==> src/rtl/rs_issue_scheduler.sv <==
// ---------------------------------------------------------------------------
// rs_issue_scheduler
//
// Issue scheduler sitting between the reservation station (RS) table and the
// functional units. Every cycle it may load one ready RS entry into each of
// three issue slots (ALU, MEM, MULT), each slot with its own round-robin
// pointer. A slot presents its grant with valid/idx and holds it until the
// unit takes it. issue_ack tells the RS which entries were taken this cycle so
// the RS can mark them issued. The non-pipelined multiplier is modelled by an
// occupancy counter that keeps the MULT slot empty for MULT_LAT-1 cycles after
// each multiplier accept.
//
// Handshake (all three ports): a grant is offered while *_valid_o=1. It is
// taken in a cycle where *_valid_o=1 and *_ready_i=1 (and flush_i=0); in that
// cycle issue_ack_o[*_idx_o]=1. While valid=1 and ready=0 the grant (valid and
// idx) is held stable and req_i is ignored for that port. A slot that is empty
// or being taken may load a new pick at the same edge; picks are registered,
// so a request seen at edge t shows up on *_valid_o after edge t.
//
// Ports
//   clock_i        system clock
//   reset_i        synchronous active-high reset (wins over flush_i)
//   flush_i        squash: clears all grants and the multiplier counter
//   req_i          entry i busy, not issued, operands ready
//   cls_i          entry i class at [2i+1:2i]: 0 ALU, 1 LOAD, 2 STORE, 3 MULT
//   alu_ready_i    ALU accepts this cycle
//   mem_ready_i    MEM unit accepts this cycle
//   mult_ready_i   multiplier accepts this cycle
//   alu_valid_o    ALU grant held
//   alu_idx_o      RS index granted to ALU
//   mem_valid_o    MEM grant held
//   mem_idx_o      RS index granted to MEM
//   mult_valid_o   MULT grant held
//   mult_idx_o     RS index granted to MULT
//   issue_ack_o    entries accepted this cycle (combinational)
//   mult_busy_o    multiplier occupancy counter nonzero
// ---------------------------------------------------------------------------
module rs_issue_scheduler #(
    parameter int RS_SZ    = 5,
    parameter int IDX_W    = 3,
    parameter int MULT_LAT = 4
) (
    input  logic               clock_i,
    input  logic               reset_i,
    input  logic               flush_i,
    input  logic [RS_SZ-1:0]   req_i,
    input  logic [2*RS_SZ-1:0] cls_i,
    input  logic               alu_ready_i,
    input  logic               mem_ready_i,
    input  logic               mult_ready_i,
    output logic               alu_valid_o,
    output logic [IDX_W-1:0]   alu_idx_o,
    output logic               mem_valid_o,
    output logic [IDX_W-1:0]   mem_idx_o,
    output logic               mult_valid_o,
    output logic [IDX_W-1:0]   mult_idx_o,
    output logic [RS_SZ-1:0]   issue_ack_o,
    output logic               mult_busy_o
);

    localparam int NPORT     = 3;
    localparam int PORT_ALU  = 0;
    localparam int PORT_MEM  = 1;
    localparam int PORT_MULT = 2;

    // Counter holds values up to MULT_LAT-1.
    localparam int CNT_W = (MULT_LAT > 1) ? $clog2(MULT_LAT) : 1;
    localparam logic [CNT_W-1:0] CNT_LOAD = CNT_W'(MULT_LAT - 1);

    // -----------------------------------------------------------------------
    // State
    // -----------------------------------------------------------------------
    logic [NPORT-1:0] valid_q, valid_d;
    logic [IDX_W-1:0] idx_q [NPORT];
    logic [IDX_W-1:0] idx_d [NPORT];
    logic [IDX_W-1:0] ptr_q [NPORT];
    logic [IDX_W-1:0] ptr_d [NPORT];
    logic [CNT_W-1:0] cnt_q, cnt_d;

    // -----------------------------------------------------------------------
    // Helpers
    // -----------------------------------------------------------------------

    // (v + 1) mod RS_SZ for an index that is always below RS_SZ.
    function automatic logic [IDX_W-1:0] wrap_inc(input logic [IDX_W-1:0] v);
        if (int'(v) >= RS_SZ - 1) begin
            return '0;
        end
        return v + IDX_W'(1);
    endfunction

    // Round-robin pick: first set bit of cand scanning start, start+1, ...
    // with wrap at RS_SZ. Returns {found, index}. The scan runs from the far
    // end back toward start so the nearest candidate is the last one written.
    function automatic logic [IDX_W:0] rr_pick(input logic [RS_SZ-1:0] cand,
                                               input logic [IDX_W-1:0] start);
        logic [IDX_W:0] res;
        int             j;
        res = '0;
        for (int k = RS_SZ - 1; k >= 0; k--) begin
            j = int'(start) + k;
            if (j >= RS_SZ) begin
                j = j - RS_SZ;
            end
            if (cand[j]) begin
                res = {1'b1, IDX_W'(j)};
            end
        end
        return res;
    endfunction

    // -----------------------------------------------------------------------
    // Class decode: which entries each port may ever take.
    // -----------------------------------------------------------------------
    logic [RS_SZ-1:0] elig [NPORT];

    always_comb begin
        logic [1:0] c;
        for (int p = 0; p < NPORT; p++) begin
            elig[p] = '0;
        end
        c = 2'd0;
        for (int i = 0; i < RS_SZ; i++) begin
            c = cls_i[2*i +: 2];
            elig[PORT_ALU][i]  = (c == 2'd0);
            elig[PORT_MEM][i]  = (c == 2'd1) || (c == 2'd2);
            elig[PORT_MULT][i] = (c == 2'd3);
        end
    end

    // -----------------------------------------------------------------------
    // Held entries, accepts and the ack vector.
    // An entry held by any valid slot (including one being accepted right
    // now) is never a candidate, so nothing is granted twice while the RS is
    // still catching up on the ack.
    // -----------------------------------------------------------------------
    logic [NPORT-1:0] ready;
    logic [NPORT-1:0] accept;
    logic [RS_SZ-1:0] held;
    logic [RS_SZ-1:0] ack;

    assign ready  = {mult_ready_i, mem_ready_i, alu_ready_i};
    assign accept = valid_q & ready & {NPORT{~flush_i}};

    always_comb begin
        held = '0;
        ack  = '0;
        for (int p = 0; p < NPORT; p++) begin
            for (int i = 0; i < RS_SZ; i++) begin
                if (valid_q[p] && (idx_q[p] == IDX_W'(i))) begin
                    held[i] = 1'b1;
                    if (accept[p]) begin
                        ack[i] = 1'b1;
                    end
                end
            end
        end
    end

    // -----------------------------------------------------------------------
    // Multiplier occupancy counter.
    // -----------------------------------------------------------------------
    always_comb begin
        cnt_d = cnt_q;
        if (flush_i) begin
            cnt_d = '0;
        end else if (accept[PORT_MULT]) begin
            cnt_d = CNT_LOAD;
        end else if (cnt_q != '0) begin
            cnt_d = cnt_q - CNT_W'(1);
        end
    end

    // -----------------------------------------------------------------------
    // Per-port slot next state.
    // The pointer moves past an accepted index, and the reload in the same
    // cycle already scans from the moved pointer. The MULT slot additionally
    // waits until the occupancy counter has drained.
    // -----------------------------------------------------------------------
    always_comb begin
        logic [RS_SZ-1:0] cand;
        logic [IDX_W:0]   pick;
        logic             slot_free;
        logic             may_load;

        cand      = '0;
        pick      = '0;
        slot_free = 1'b0;
        may_load  = 1'b0;
        valid_d   = valid_q;
        for (int p = 0; p < NPORT; p++) begin
            idx_d[p] = idx_q[p];
            ptr_d[p] = ptr_q[p];
        end

        for (int p = 0; p < NPORT; p++) begin
            cand      = req_i & elig[p] & ~held;
            ptr_d[p]  = accept[p] ? wrap_inc(idx_q[p]) : ptr_q[p];
            pick      = rr_pick(cand, ptr_d[p]);
            slot_free = !valid_q[p] || accept[p];
            may_load  = slot_free && !flush_i &&
                        ((p != PORT_MULT) || (cnt_d == '0));

            if (flush_i) begin
                valid_d[p] = 1'b0;
            end else if (slot_free) begin
                valid_d[p] = may_load && pick[IDX_W];
                if (may_load && pick[IDX_W]) begin
                    idx_d[p] = pick[IDX_W-1:0];
                end
            end
        end
    end

    // -----------------------------------------------------------------------
    // Registers
    // -----------------------------------------------------------------------
    always_ff @(posedge clock_i) begin
        if (reset_i) begin
            valid_q <= '0;
            cnt_q   <= '0;
            for (int p = 0; p < NPORT; p++) begin
                idx_q[p] <= '0;
                ptr_q[p] <= '0;
            end
        end else begin
            valid_q <= valid_d;
            cnt_q   <= cnt_d;
            for (int p = 0; p < NPORT; p++) begin
                idx_q[p] <= idx_d[p];
                ptr_q[p] <= ptr_d[p];
            end
        end
    end

    // -----------------------------------------------------------------------
    // Outputs
    // -----------------------------------------------------------------------
    assign alu_valid_o  = valid_q[PORT_ALU];
    assign alu_idx_o    = idx_q[PORT_ALU];
    assign mem_valid_o  = valid_q[PORT_MEM];
    assign mem_idx_o    = idx_q[PORT_MEM];
    assign mult_valid_o = valid_q[PORT_MULT];
    assign mult_idx_o   = idx_q[PORT_MULT];
    assign issue_ack_o  = ack;
    assign mult_busy_o  = (cnt_q != '0);

    // -----------------------------------------------------------------------
    // Invariants: granted indices exist, and no entry sits in two slots.
    // -----------------------------------------------------------------------
    always_ff @(posedge clock_i) begin
        if (!reset_i) begin
            for (int p = 0; p < NPORT; p++) begin
                assert (!valid_q[p] || (int'(idx_q[p]) < RS_SZ));
                for (int r = p + 1; r < NPORT; r++) begin
                    assert (!(valid_q[p] && valid_q[r] && (idx_q[p] == idx_q[r])));
                end
            end
        end
    end

endmodule

==> config.mk <==
export PLATFORM = sky130hd
export DESIGN_NAME = rs_issue_scheduler
export DESIGN_NICKNAME = d
export VERILOG_FILES = /design/src/rtl/rs_issue_scheduler.sv
export SDC_FILE = /design/constraint.sdc
export NUM_CORES = 1
export LEC_CHECK = 0
export CAP_MARGIN = 0
export CORE_UTILIZATION = 26
export DETAILED_ROUTE_END_ITERATION = 16
export MAX_ROUTING_LAYER = met4
export PLACE_DENSITY = 0.47
export SKIP_CTS_REPAIR_TIMING = 1
export SLEW_MARGIN = 20
export SYNTH_ARGS = -nofsm -noshare
export SYNTH_HDL_FRONTEND = slang
export SYNTH_SLANG_ARGS = --single-unit
==> constraint.sdc <==
create_clock -name clock_i -period 14.9 [get_ports clock_i]
set_clock_uncertainty 0.1 [all_clocks]
set_input_delay 2.98 -clock clock_i [delete_from_list [all_inputs] [get_ports clock_i]]
set_output_delay 2.98 -clock clock_i [all_outputs]
set_load 0.01 [all_outputs]
==> qor.txt, run 1 <==
OUTCOME
------------------------------------------------------------------------------
Result of the run                                                 finished, final reports clean

DETAILED ROUTING
------------------------------------------------------------------------------
DRC marker count from the first detailed-route iteration                   373
Routed wire length                                                    16.94 mm
Wire per inst                                                     17.45 microns
Metal1 wirelength                                                     8.411 mm
Count of nets left with antenna violations after detail routing              0
Detailed-route via count                                                  5277
Uppermost layer routed                                                    met4
Met2 layer wire length in the routed design                           7.858 mm
Routed length on met3                                              486 microns
Via-to-Cell Ratio                                                        5.435
Number of iterations in the first detailed-routing pass                      5
DRC Markers                                                                  0

SETUP PATH
------------------------------------------------------------------------------
Worst reg2reg path endpoint                                        idx_q[0][6]
Critical Path RT                                                      11.82 ns
Worst EP arrival                                                       5.28 ns
Largest incremental delay on the critical path                         0.61 ns
Crit-path slowest cell                                            clkdlybuf4s50_1
Worst setup slack for register-to-register paths                       9.54 ns
Chain of cells forming the critical path                          clkdlybuf4s50_1 -> nand3b_1 -> o211ai_1 -> clkdlybuf4s50_1
Number of cells on the worst reg-to-reg path                                13
Crit-path most repeated cell                                      clkdlybuf4s50_1
Type of destination of the critical path                           output port
Largest fanout on the critical path                                         12
Crit path kind                                                    input port to output port
Critical path endpoint                                            issue_ack_o[0]
First element of the critical path                                     flush_i
Startpoint of the worst-slack reg-to-reg timing path                valid_q[2]
Element type at the critical path start                             input port

TIMING
------------------------------------------------------------------------------
Final Hold Viols                                                             0
Setup repair after global routing missed its margin                         no
Achievable Freq                                                     0.1196 GHz
Minimum setup slack in the final design                               6.541 ns
Slew @ Worst Pin                                                     0.9688 ns
Number of max-slew violations in the final report                            0
Final Setup Violations                                                       0
Max-slew headroom at the worst pin                                      35.21%
Final sum of negative setup slack                                         0 ns
Final period utilization                                                56.10%
Clock period minus worst slack                                        8.359 ns

SYNTHESIS
------------------------------------------------------------------------------
Most instantiated flip-flop cell in the synthesis netlist              dfxtp_1
Number of synthesized flops with an enable pin                               0
Cell area after synthesis                                           5256 sq um
Flip-flop and latch count after synthesis                                   23
Yosys warns                                                                  0
Async S/R FF share, synth                                                   0%
Number of nets in the synthesized netlist                                  777
Synth cell types                                                            90
Synthesized netlist cell count                                             692
Sequential share of the synthesized area                                8.760%
Post-Syn Area per Cell                                             7.596 sq um

GLOBAL ROUTE
------------------------------------------------------------------------------
Residual overflow from global routing                                        0
Initial antenna violation count                                              0
Overall fraction of global-route tracks in use                          16.94%
Pin count of the biggest net entering global routing                        21
Vias in the first global route                                            4909
Wire length of the first global-routing pass                          26.99 mm

CLOCK NETWORK
------------------------------------------------------------------------------
Root Buffer                                                          clkbuf_16
H-Tree Depth                                                                 1
Worst-Skew Late Latency                                                0.26 ns
TritonCTS clock tree                                                       yes
Number of buffers on the longest clock path                                  2
Worst-path clk slew                                                    0.07 ns
Num CTS Buffers                                                              3
Number of sinks handled by clock tree synthesis                             23

FLOORPLANNING
------------------------------------------------------------------------------
Die height                                                        144.2 microns
Die area                                                           20790 sq um
Initial core utilization                                                26.74%
Num rows                                                                    51
Horiz. Die Dim                                                    144.2 microns
Placeable core area                                                19650 sq um
Io pins                                                                     39

POWER AND IR DROP
------------------------------------------------------------------------------
Sum of internal, switching and leakage power                         0.3100 mW
P per Cell Area                                                   52.47 nW/um^2
Maximum vdd ir drop                                                 0.02704 mV
Leak                                                                  2.390 nW

PLACE
------------------------------------------------------------------------------
Worst slack at placement                                              6.549 ns
Routability congestion estimate from global placement                   0.8681
Input/output buffers                                                        38
Post-DP HPWL                                                          13.63 mm

LAYOUT
------------------------------------------------------------------------------
Fraction of layout cells with a size suffix above 1                     9.490%
Area grow syn2layout                                                    12.40%
Number of antenna repair diodes                                              0
Total Nets Final                                                           792
Filler Cells Inserted                                                     2196

HOLD PATH
------------------------------------------------------------------------------
Path type of the worst min-delay path                             flip-flop to flip-flop

RUN
------------------------------------------------------------------------------
Count of max-cap constraint violations                                       0

how the worst min path moves through the flow:
| stage | depth (start not counted) | end | from |
|---|---|---|---|
| after floorplan | 2 | cnt_q[1] | cnt_q[0] |
| after global placement | 2 | cnt_q[1] | cnt_q[0] |
| after detailed placement | 2 | cnt_q[1] | cnt_q[0] |
| after CTS | 2 | cnt_q[1] | cnt_q[0] |
| after global routing | 2 | cnt_q[1] | cnt_q[0] |
| final | 2 | cnt_q[1] | cnt_q[0] |
through the flow:
step / std cells / area, sq um / hold slack, ns / utilization [%]
floorplan: 692 / 5256 / 0.3665 / -
global placement: 967 / 5828 / 0.4018 / 29.65
detailed placement: 967 / 5828 / 0.3937 / 29.65
CTS: 971 / 5908 / 0.4139 / 30.06
global route: 971 / 5908 / 0.4239 / 30.06
finish: 971 / 5908 / 0.4150 / 30.06
critical path, delay by kind of cell:
kind,cells,cell delay [ns]
buffers and inverters,2,1.21
AOI/OAI and AO/OA,1,0.51
and+or+nand+nor,1,0.58
power breakdown:
part	leakage [nW]	internal (mW)	switching, mW
registers	0.187	0.0660	0.0108
logic	2.16	0.0743	0.0985
clock network	0.0409	0.0362	0.0242
Yosys cell counts, types with 10 or more instances:
master	count	area, sq um
ha_1	64	800.8
nor2_1	48	180.2
inv_1	43	161.4
nand2_1	43	161.4
o21ai_0	35	175.2
a21oi_1	34	170.2
nand3_1	27	135.1
mux2i_1	24	240.2
dfxtp_1	23	460.4
mux2_2	23	259.0
a211oi_1	19	142.6
nor3_1	19	95.09
nand2b_1	18	112.6
nand3b_1	18	135.1
clkbuf_1	16	60.06
a31oi_1	14	87.58
and2_1	10	62.56
state kept, by name (all words and copies together) (netlist names):
signal,count
idx_q,9
ptr_q,9
valid_q,3
cnt_q,2
cells in the final DEF, fill, tap and decap left out, drive strengths merged, types with 19 or more instances in the layout:
| cell type | synthesis | final |
|---|---|---|
| a21oi | 37 | 37 |
| clkdlybuf4s50 | 0 | 38 |
| inv | 47 | 47 |
| nor2 | 48 | 48 |
| a211oi | 21 | 21 |
| nand3 | 27 | 27 |
| nor3 | 19 | 19 |
| mux2i | 27 | 27 |
| dfxtp | 23 | 23 |
| mux2 | 27 | 27 |
| ha | 64 | 64 |
| nand2 | 43 | 43 |
| o21ai | 37 | 37 |
cells by family after synthesis:
group	after synthesis	share of synthesized area (%)
and+or+nand+nor	261	27.61
AOI/OAI and AO/OA	203	27.85
buffers and inverters	77	6.356
adders and majority gates	64	15.23
muxes	57	12.88
DFF	23	8.760
xor gates and xnor gates	7	1.309
layer usage:
metal  vias up  GRT usage (%)
li1       2647              -
met1      2519          23.20
met2        99          27.77
met3        12         0.8609
met4         0          2.881
met5         -              -
layout make-up:
type	count	area, sq um	share of cell area (%)
Clock buffer	3	75.07	1.271
Clock inverter	1	5.005	0.08471
Inverter	47	178.9	3.028
Multi-Input combinational cell	592	4462	75.52
Sequential cell	23	460.4	7.793
Tap cell	265	331.6	5.612
Timing Repair Buffer	40	395.4	6.692
Power figures use the tool's default switching activity.
==> inputs of run 2 (changes only) <==
==> constraint.sdc (replaced) <==
create_clock -name clock_i -period 8.2 [get_ports clock_i]
set_clock_uncertainty 0.1 [all_clocks]
set_input_delay 1.64 -clock clock_i [delete_from_list [all_inputs] [get_ports clock_i]]
set_output_delay 1.64 -clock clock_i [all_outputs]
set_load 0.01 [all_outputs]
==> run 2 against run 1 <==
Flip-flop and latch count did not move. Combinational power rose by 82%. Register-to-register slack got worse by 6.5 ns. First-iteration DRC count rose by 26%. Total power rose by 84%. Highest routed layer unchanged. Die area did not move. Largest power group unchanged. Global-route usage rose by 0.081 points.
==> qor.txt, run 2 (same netlist as run 1, synthesis figures left out) <==
DETAILED ROUTING
------------------------------------------------------------------------------
DRC marker count from the first detailed-route iteration                   471   was 373
Number of iterations in the first detailed-routing pass                      4   was 5
Detailed-route via count                                                  5307   was 5277
Wire per inst                                                     17.28 microns   was 17.45 microns
Count of nets left with antenna violations after detail routing              0   unchanged
Routed wire length                                                    16.83 mm   was 16.94 mm
DRC Markers                                                                  0   unchanged
Via-to-Cell Ratio                                                        5.449   was 5.435

GLOBAL ROUTE
------------------------------------------------------------------------------
Initial antenna violation count                                              0   unchanged
Pin count of the biggest net entering global routing                        21   unchanged
Overall fraction of global-route tracks in use                          17.02%   was 16.94%
Vias in the first global route                                            4922   was 4909
Wire length of the first global-routing pass                          27.08 mm   was 26.99 mm
Residual overflow from global routing                                        0   unchanged

TIMING
------------------------------------------------------------------------------
Final sum of negative setup slack                                         0 ns   unchanged
Achievable Freq                                                     0.1536 GHz
Final Setup Violations                                                       0   unchanged
Worst Hold Slack                                                     0.3952 ns   was 0.4150 ns
Setup repair after global routing missed its margin                         no   unchanged
Final period utilization                                                79.39%
Final Hold Viols                                                             0   unchanged
Minimum setup slack in the final design                               1.690 ns   was 6.541 ns
Clock period minus worst slack                                        6.510 ns
Slew @ Worst Pin                                                     0.6769 ns   was 0.9688 ns
Max-slew headroom at the worst pin                                      54.39%   was 35.21%
Number of max-slew violations in the final report                            0   unchanged

PLACE
------------------------------------------------------------------------------
Post-DP HPWL                                                          13.56 mm   was 13.63 mm
Worst slack at placement                                              1.453 ns   was 6.549 ns
Input/output buffers                                                        38   unchanged
Routability congestion estimate from global placement                   0.8832   was 0.8681

FLOORPLANNING
------------------------------------------------------------------------------
Initial core utilization                                                26.74%   unchanged
Die area                                                           20790 sq um   unchanged
Die height                                                        144.2 microns   unchanged
Placeable core area                                                19650 sq um   unchanged
Num rows                                                                    51   unchanged
Io pins                                                                     39   unchanged
Horiz. Die Dim                                                    144.2 microns   unchanged

POWER AND IR DROP
------------------------------------------------------------------------------
P per Cell Area                                                   96.08 nW/um^2   was 52.47 nW/um^2
Sequential power share                                                   24.5%   was 24.8%
Switching component of the power                                     0.2486 mW   was 0.1335 mW
Internal power summed over all cells                                 0.3212 mW   was 0.1765 mW
Portion of total power attributed to combinational logic                 55.1%   was 55.7%
Maximum vdd ir drop                                                 0.06061 mV   was 0.02704 mV
Sum of internal, switching and leakage power                         0.5698 mW   was 0.3100 mW
Switching Share                                                         43.63%   was 43.08%
Leak                                                                  2.403 nW   was 2.390 nW
Clock Power Share                                                        20.4%   was 19.5%

CLOCK NETWORK
------------------------------------------------------------------------------
Number of buffers on the longest clock path                                  2   unchanged
Num CTS Buffers                                                              3   unchanged
Root Buffer                                                          clkbuf_16   unchanged
H-Tree Depth                                                                 1   unchanged
Number of sinks handled by clock tree synthesis                             23   unchanged
Worst-path clk slew                                                    0.07 ns   about the same
Worst-Skew Late Latency                                                0.27 ns   was 0.26 ns
TritonCTS clock tree                                                       yes   unchanged

SETUP PATH
------------------------------------------------------------------------------
Startpoint of the worst-slack reg-to-reg timing path               idx_q[0][0]   was valid_q[2]
Largest fanout on the critical path                                         19   was 12
Crit path kind                                                    input port to flip-flop   was input port to output port
Worst EP arrival                                                       6.56 ns   was 5.28 ns
Element type at the critical path start                             input port   unchanged
Type of destination of the critical path                             flip-flop   was output port
Critical Path RT                                                       8.25 ns   was 11.82 ns
First element of the critical path                                     flush_i   unchanged

RUN
------------------------------------------------------------------------------
Count of max-cap constraint violations                                       0   unchanged

LAYOUT
------------------------------------------------------------------------------
Commonest cells after routing, fill and taps aside                ha_1 (64), nor2_1 (48), inv_1 (43), nand2_1 (43), clkdlybuf4s50_1 (38)   unchanged
Area grow syn2layout                                                    12.83%   was 12.40%
Total Nets Final                                                           795   was 792
Most common cell after layout, fill and taps aside                        ha_1   unchanged
Number of antenna repair diodes                                              0   unchanged
Largest regs                                                      idx_q: 9 flops, ptr_q: 9 flops, valid_q: 3 flops   unchanged
Fraction of layout cells with a size suffix above 1                     9.873%   was 9.490%

HOLD PATH
------------------------------------------------------------------------------
Path type of the worst min-delay path                             flip-flop to flip-flop   unchanged
HP Start                                                              cnt_q[0]   unchanged

OUTCOME
------------------------------------------------------------------------------
Result of the run                                                 finished, final reports clean   unchanged

[run 2: cell count changes in the layout (fill, tap and decap cells not counted)]
| cell | previous run | this run |
|---|---|---|
| buf_4 | 2 | 5 |
[run 2: final timing paths]
kind	cells past startpoint	slack, ns	endpoint
setup reg to reg	18	3.07	idx_q[0][0]
hold / removal	2	0.40	cnt_q[1]
hold reg to reg	2	0.40	cnt_q[1]
setup / recovery	14	1.69	idx_q[0][6]
[run 2: metal layers]
metal / vias up / global-route usage (%) / share of wire [%]
met4: 0 / 3.601 / 1.2
met1: 2541 / 23.36 / 50
li1: 2647 / - / -
met5: - / - / 0
met3: 10 / 1.126 / 3.3
met2: 109 / 27.31 / 45
[run 2: critical path: stages]
cell and delay, ns:
clkdlybuf4s50_1 0.60, and3b_1 0.62, mux2i_4 0.68, inv_4 0.20
ha_1 0.36, or3_1 0.34, a21oi_1 0.33, o22ai_1 0.20
a21oi_1 0.24, mux2_2 0.36, o21ai_1 0.35, a2111oi_0 0.12
a221oi_1 0.38, a211oi_2 0.11
[run 2: final cells by class]
class,instances,area [sq um]
Clock buffer,3,75.07
Timing Repair Buffer,43,417.9
Fill cell,2170,13720
Multi-Input combinational cell,592,4462
Inverter,47,178.9
Tap cell,265,331.6
Clock inverter,1,5.005
Sequential cell,23,460.4
[run 2: power groups by stage]
stage	logic (mW)	clock network (mW)	registers, mW
2_1_floorplan	0.227	0	0.135
3_3_place_gp	0.314	0	0.143
3_5_place_dp	0.311	0	0.142
4_1_cts	0.313	0.118	0.139
5_1_grt	0.347	0.125	0.142
6_report	0.314	0.116	0.140
[run 2: per-stage QoR]
stage	instance area, sq um	util, %	std cells
3_5_place_dp	5851	29.77	970
6_report	5931	30.18	974
3_3_place_gp	5851	29.77	970
2_1_floorplan	5256	-	692
4_1_cts	5931	30.18	974
5_1_grt	5931	30.18	974
==> inputs of run 3 (changes only) <==
--- a/config.mk
+++ b/config.mk
@@ -9,7 +9,7 @@
 export CORE_UTILIZATION = 26
 export DETAILED_ROUTE_END_ITERATION = 16
 export MAX_ROUTING_LAYER = met4
-export PLACE_DENSITY = 0.47
+export PLACE_DENSITY = 0.48
 export SKIP_CTS_REPAIR_TIMING = 1
 export SLEW_MARGIN = 20
 export SYNTH_ARGS = -nofsm -noshare
==> constraint.sdc (replaced) <==
create_clock -name clock_i -period 5.26 [get_ports clock_i]
set_clock_uncertainty 0.1 [all_clocks]
set_input_delay 1.052 -clock clock_i [delete_from_list [all_inputs] [get_ports clock_i]]
set_output_delay 1.052 -clock clock_i [all_outputs]
set_load 0.01 [all_outputs]
==> run 3 against run 2 <==
First-iteration DRC count fell by 32%. Count of clock-buffer cells in the layout unchanged. Setup slack worse by 1.4 ns. Critical endpoint is now idx_q[0][7]. Highest routed layer unchanged.
==> qor.txt, run 3 (same netlist as run 1, synthesis figures left out) <==
TIMING
----------------------------------------------------------------------------------------
Max-slew headroom at the worst pin                                                61.05%   was 54.39%
Final Hold Viols                                                                       0   unchanged
Worst Hold Slack                                                               0.4137 ns   was 0.3952 ns
Slew @ Worst Pin                                                               0.5793 ns   was 0.6769 ns
Final sum of negative setup slack                                                   0 ns   unchanged
Setup repair after global routing missed its margin                                   no   unchanged
Number of max-slew violations in the final report                                      0   unchanged
Minimum setup slack in the final design                                        0.2912 ns   was 1.690 ns
Final period utilization                                                          94.46%
Clock period minus worst slack                                                  4.969 ns
Achievable Freq                                                               0.2013 GHz
Final Setup Violations                                                                 0   unchanged

CLOCK NETWORK
----------------------------------------------------------------------------------------
Worst-path clk slew                                                              0.07 ns   about the same
H-Tree Depth                                                                           1   unchanged
Num CTS Buffers                                                                        3   unchanged
TritonCTS clock tree                                                                 yes   unchanged
Root Buffer                                                                    clkbuf_16   unchanged
Worst-Skew Late Latency                                                          0.26 ns   was 0.27 ns
Number of sinks handled by clock tree synthesis                                       23   unchanged
Number of buffers on the longest clock path                                            2   unchanged

DETAILED ROUTING
----------------------------------------------------------------------------------------
DRC marker count from the first detailed-route iteration                             321   was 471
Routed wire length                                                              17.74 mm   was 16.83 mm
Via-to-Cell Ratio                                                                  5.284   was 5.449
Count of nets left with antenna violations after detail routing                        0   unchanged
DRC Markers                                                                            0   unchanged
Wire per inst                                                               16.78 microns   was 17.28 microns
Number of iterations in the first detailed-routing pass                                4   unchanged
Detailed-route via count                                                            5585   was 5307

SETUP PATH
----------------------------------------------------------------------------------------
Worst EP arrival                                                                 5.03 ns   was 6.56 ns
Largest fanout on the critical path                                                    5   was 19
Critical Path RT                                                                 5.32 ns   was 8.25 ns
Chain of cells forming the critical path                                    clkdlybuf4s50_1 -> and3b_1 -> mux2i_2 -> inv_1 -> ha_1 -> or3_1 -> a21oi_1 -> buf_4 -> o21a_1 -> a211oi_1 -> o211ai_1 -> o21ai_1 -> or4_4 -> and2_4 -> a31o_1   was clkdlybuf4s50_1 -> and3b_1 -> mux2i_4 -> inv_4 -> ha_1 -> or3_1 -> a21oi_1 -> o22ai_1 -> a21oi_1 -> mux2_2 -> o21ai_1 -> a2111oi_0 -> a221oi_1 -> a211oi_2
Crit path kind                                                              input port to flip-flop   unchanged
Worst Path Buf+Inv                                                                     3   was 2
Category of cells accounting for the largest share of critical-path delay   simple AND/OR/NAND/NOR gates   was compound AO/OA/AOI/OAI gates
Crit-path slowest cell                                                             or4_4   was mux2i_4
Largest incremental delay on the critical path                                   0.58 ns   was 0.68 ns
Element type at the critical path start                                       input port   unchanged
Type of destination of the critical path                                       flip-flop   unchanged

FLOORPLANNING
----------------------------------------------------------------------------------------
Initial core utilization                                                          26.74%   unchanged
Num rows                                                                              51   unchanged
Die area                                                                     20790 sq um   unchanged
Io pins                                                                               39   unchanged
Placeable core area                                                          19650 sq um   unchanged
Die height                                                                  144.2 microns   unchanged
Horiz. Die Dim                                                              144.2 microns   unchanged

GLOBAL ROUTE
----------------------------------------------------------------------------------------
Most heavily used metal layer in global routing                                     met2   unchanged
Residual overflow from global routing                                                  0   unchanged
Vias in the first global route                                                      5255   was 4922
Wire length of the first global-routing pass                                    28.20 mm   was 27.08 mm
GRT met1 Usage                                                                    24.08%   was 23.36%
Initial antenna violation count                                                        0   unchanged
Pin count of the biggest net entering global routing                                  21   unchanged
Overall fraction of global-route tracks in use                                    17.69%   was 17.02%
Met2 track demand over resource in global routing                                 29.47%   was 27.31%
Global routing usage on met3                                                     0.5298%   was 1.126%

LAYOUT
----------------------------------------------------------------------------------------
Area of all placed cells without fillers                                      6565 sq um   was 5931 sq um
Filler Cells Inserted                                                               2162   was 2170
Total Nets Final                                                                     878   was 795
Layout Cells excl Fill                                                              1057   was 974
Most common cell after layout, fill and taps aside                                 buf_4   was ha_1
Largest regs                                                                idx_q: 9 flops, ptr_q: 9 flops, valid_q: 3 flops   unchanged
Commonest cells after routing, fill and taps aside                          buf_4 (88), ha_1 (64), nor2_1 (48)   was ha_1 (64), nor2_1 (48), inv_1 (43), nand2_1 (43), clkdlybuf4s50_1 (38)
Number of antenna repair diodes                                                        0   unchanged
Fraction of layout cells with a size suffix above 1                               19.70%   was 9.873%
Area grow syn2layout                                                              24.90%   was 12.83%

PLACE
----------------------------------------------------------------------------------------
Area after detailed placement                                                 6474 sq um   was 5851 sq um
Input/output buffers                                                                  38   unchanged
Worst slack at placement                                                     -0.01939 ns   was 1.453 ns
Routability congestion estimate from global placement                             0.9164   was 0.8832
Post-placement cell count                                                           1053   was 970
Post-DP HPWL                                                                    14.56 mm   was 13.56 mm

POWER AND IR DROP
----------------------------------------------------------------------------------------
P per Cell Area                                                             141.8 nW/um^2   was 96.08 nW/um^2
Maximum vdd ir drop                                                           0.09910 mV   was 0.06061 mV
Leak                                                                            2.809 nW   was 2.403 nW

HOLD PATH
----------------------------------------------------------------------------------------
Path type of the worst min-delay path                                       flip-flop to flip-flop   unchanged

RUN
----------------------------------------------------------------------------------------
Count of max-cap constraint violations                                                 0   unchanged

OUTCOME
----------------------------------------------------------------------------------------
Result of the run                                                           finished, final reports clean   unchanged

## run 3: cell types whose count changed in the layout (fill, tap and decap cells not counted)
| cell | before | now |
|---|---|---|
| mux2i_2 | 2 | 3 |
| nor4b_2 | 0 | 1 |
| and3b_2 | 0 | 1 |
| buf_4 | 5 | 88 |
| mux2i_1 | 24 | 23 |
| and3b_1 | 6 | 5 |
| nor4b_1 | 3 | 2 |
## run 3: metrics by stage
step / total power [mW] / util (%)
CTS: 0.9295 / 33.35
global route: 0.9956 / 33.40
global placement: 0.7513 / 32.94
floorplan: 0.5643 / -
finish: 0.9308 / 33.40
detailed placement: 0.7491 / 32.94
## run 3: layout make-up
class | count | area, sq um | area share (%)
clock inverter | 1 | 5.005 | 0.07623
inverter | 47 | 178.9 | 2.725
tap | 265 | 331.6 | 5.051
multi-input combinational | 592 | 4473 | 68.13
clock buffer | 3 | 75.07 | 1.144
timing repair buffer | 126 | 1041 | 15.86
sequential | 23 | 460.4 | 7.014
## run 3: final timing paths
check,start,to,slack [ns],depth (start not counted)
worst min register to register,cnt_q[0],cnt_q[1],0.41,2
worst min-delay path,cnt_q[0],cnt_q[1],0.41,2
worst max-delay path,flush_i,idx_q[0][7],0.29,15
worst max register to register,valid_q[2],idx_q[0][7],0.94,14
## run 3: layer usage
metal  wire length, microns  up-vias
li1                       -     2810
met1                   8848     2642
met2                   8173      117
met3                    476       16
met4                    243        0
met5                      0        -
## run 3: worst register-to-register path, stage by stage, from the launching register on
cell      delay [ns]
dfxtp_1         0.58
and3b_1         0.46
mux2i_2         0.29
inv_1           0.13
ha_1            0.26
or3_1           0.32
a21oi_1         0.22
buf_4           0.17
o21a_1          0.15
a211oi_1        0.05
o211ai_1        0.32
o21ai_1         0.23
or4_4           0.58
and2_4          0.19
a31o_1          0.19
## run 3: power breakdown
part | internal (mW) | switching, mW | leakage [nW] | total (mW)
Sequential | 0.187 | 0.0297 | 0.187 | 0.217
Combinational | 0.245 | 0.292 | 2.58 | 0.537
Clock | 0.103 | 0.0743 | 0.0409 | 0.177
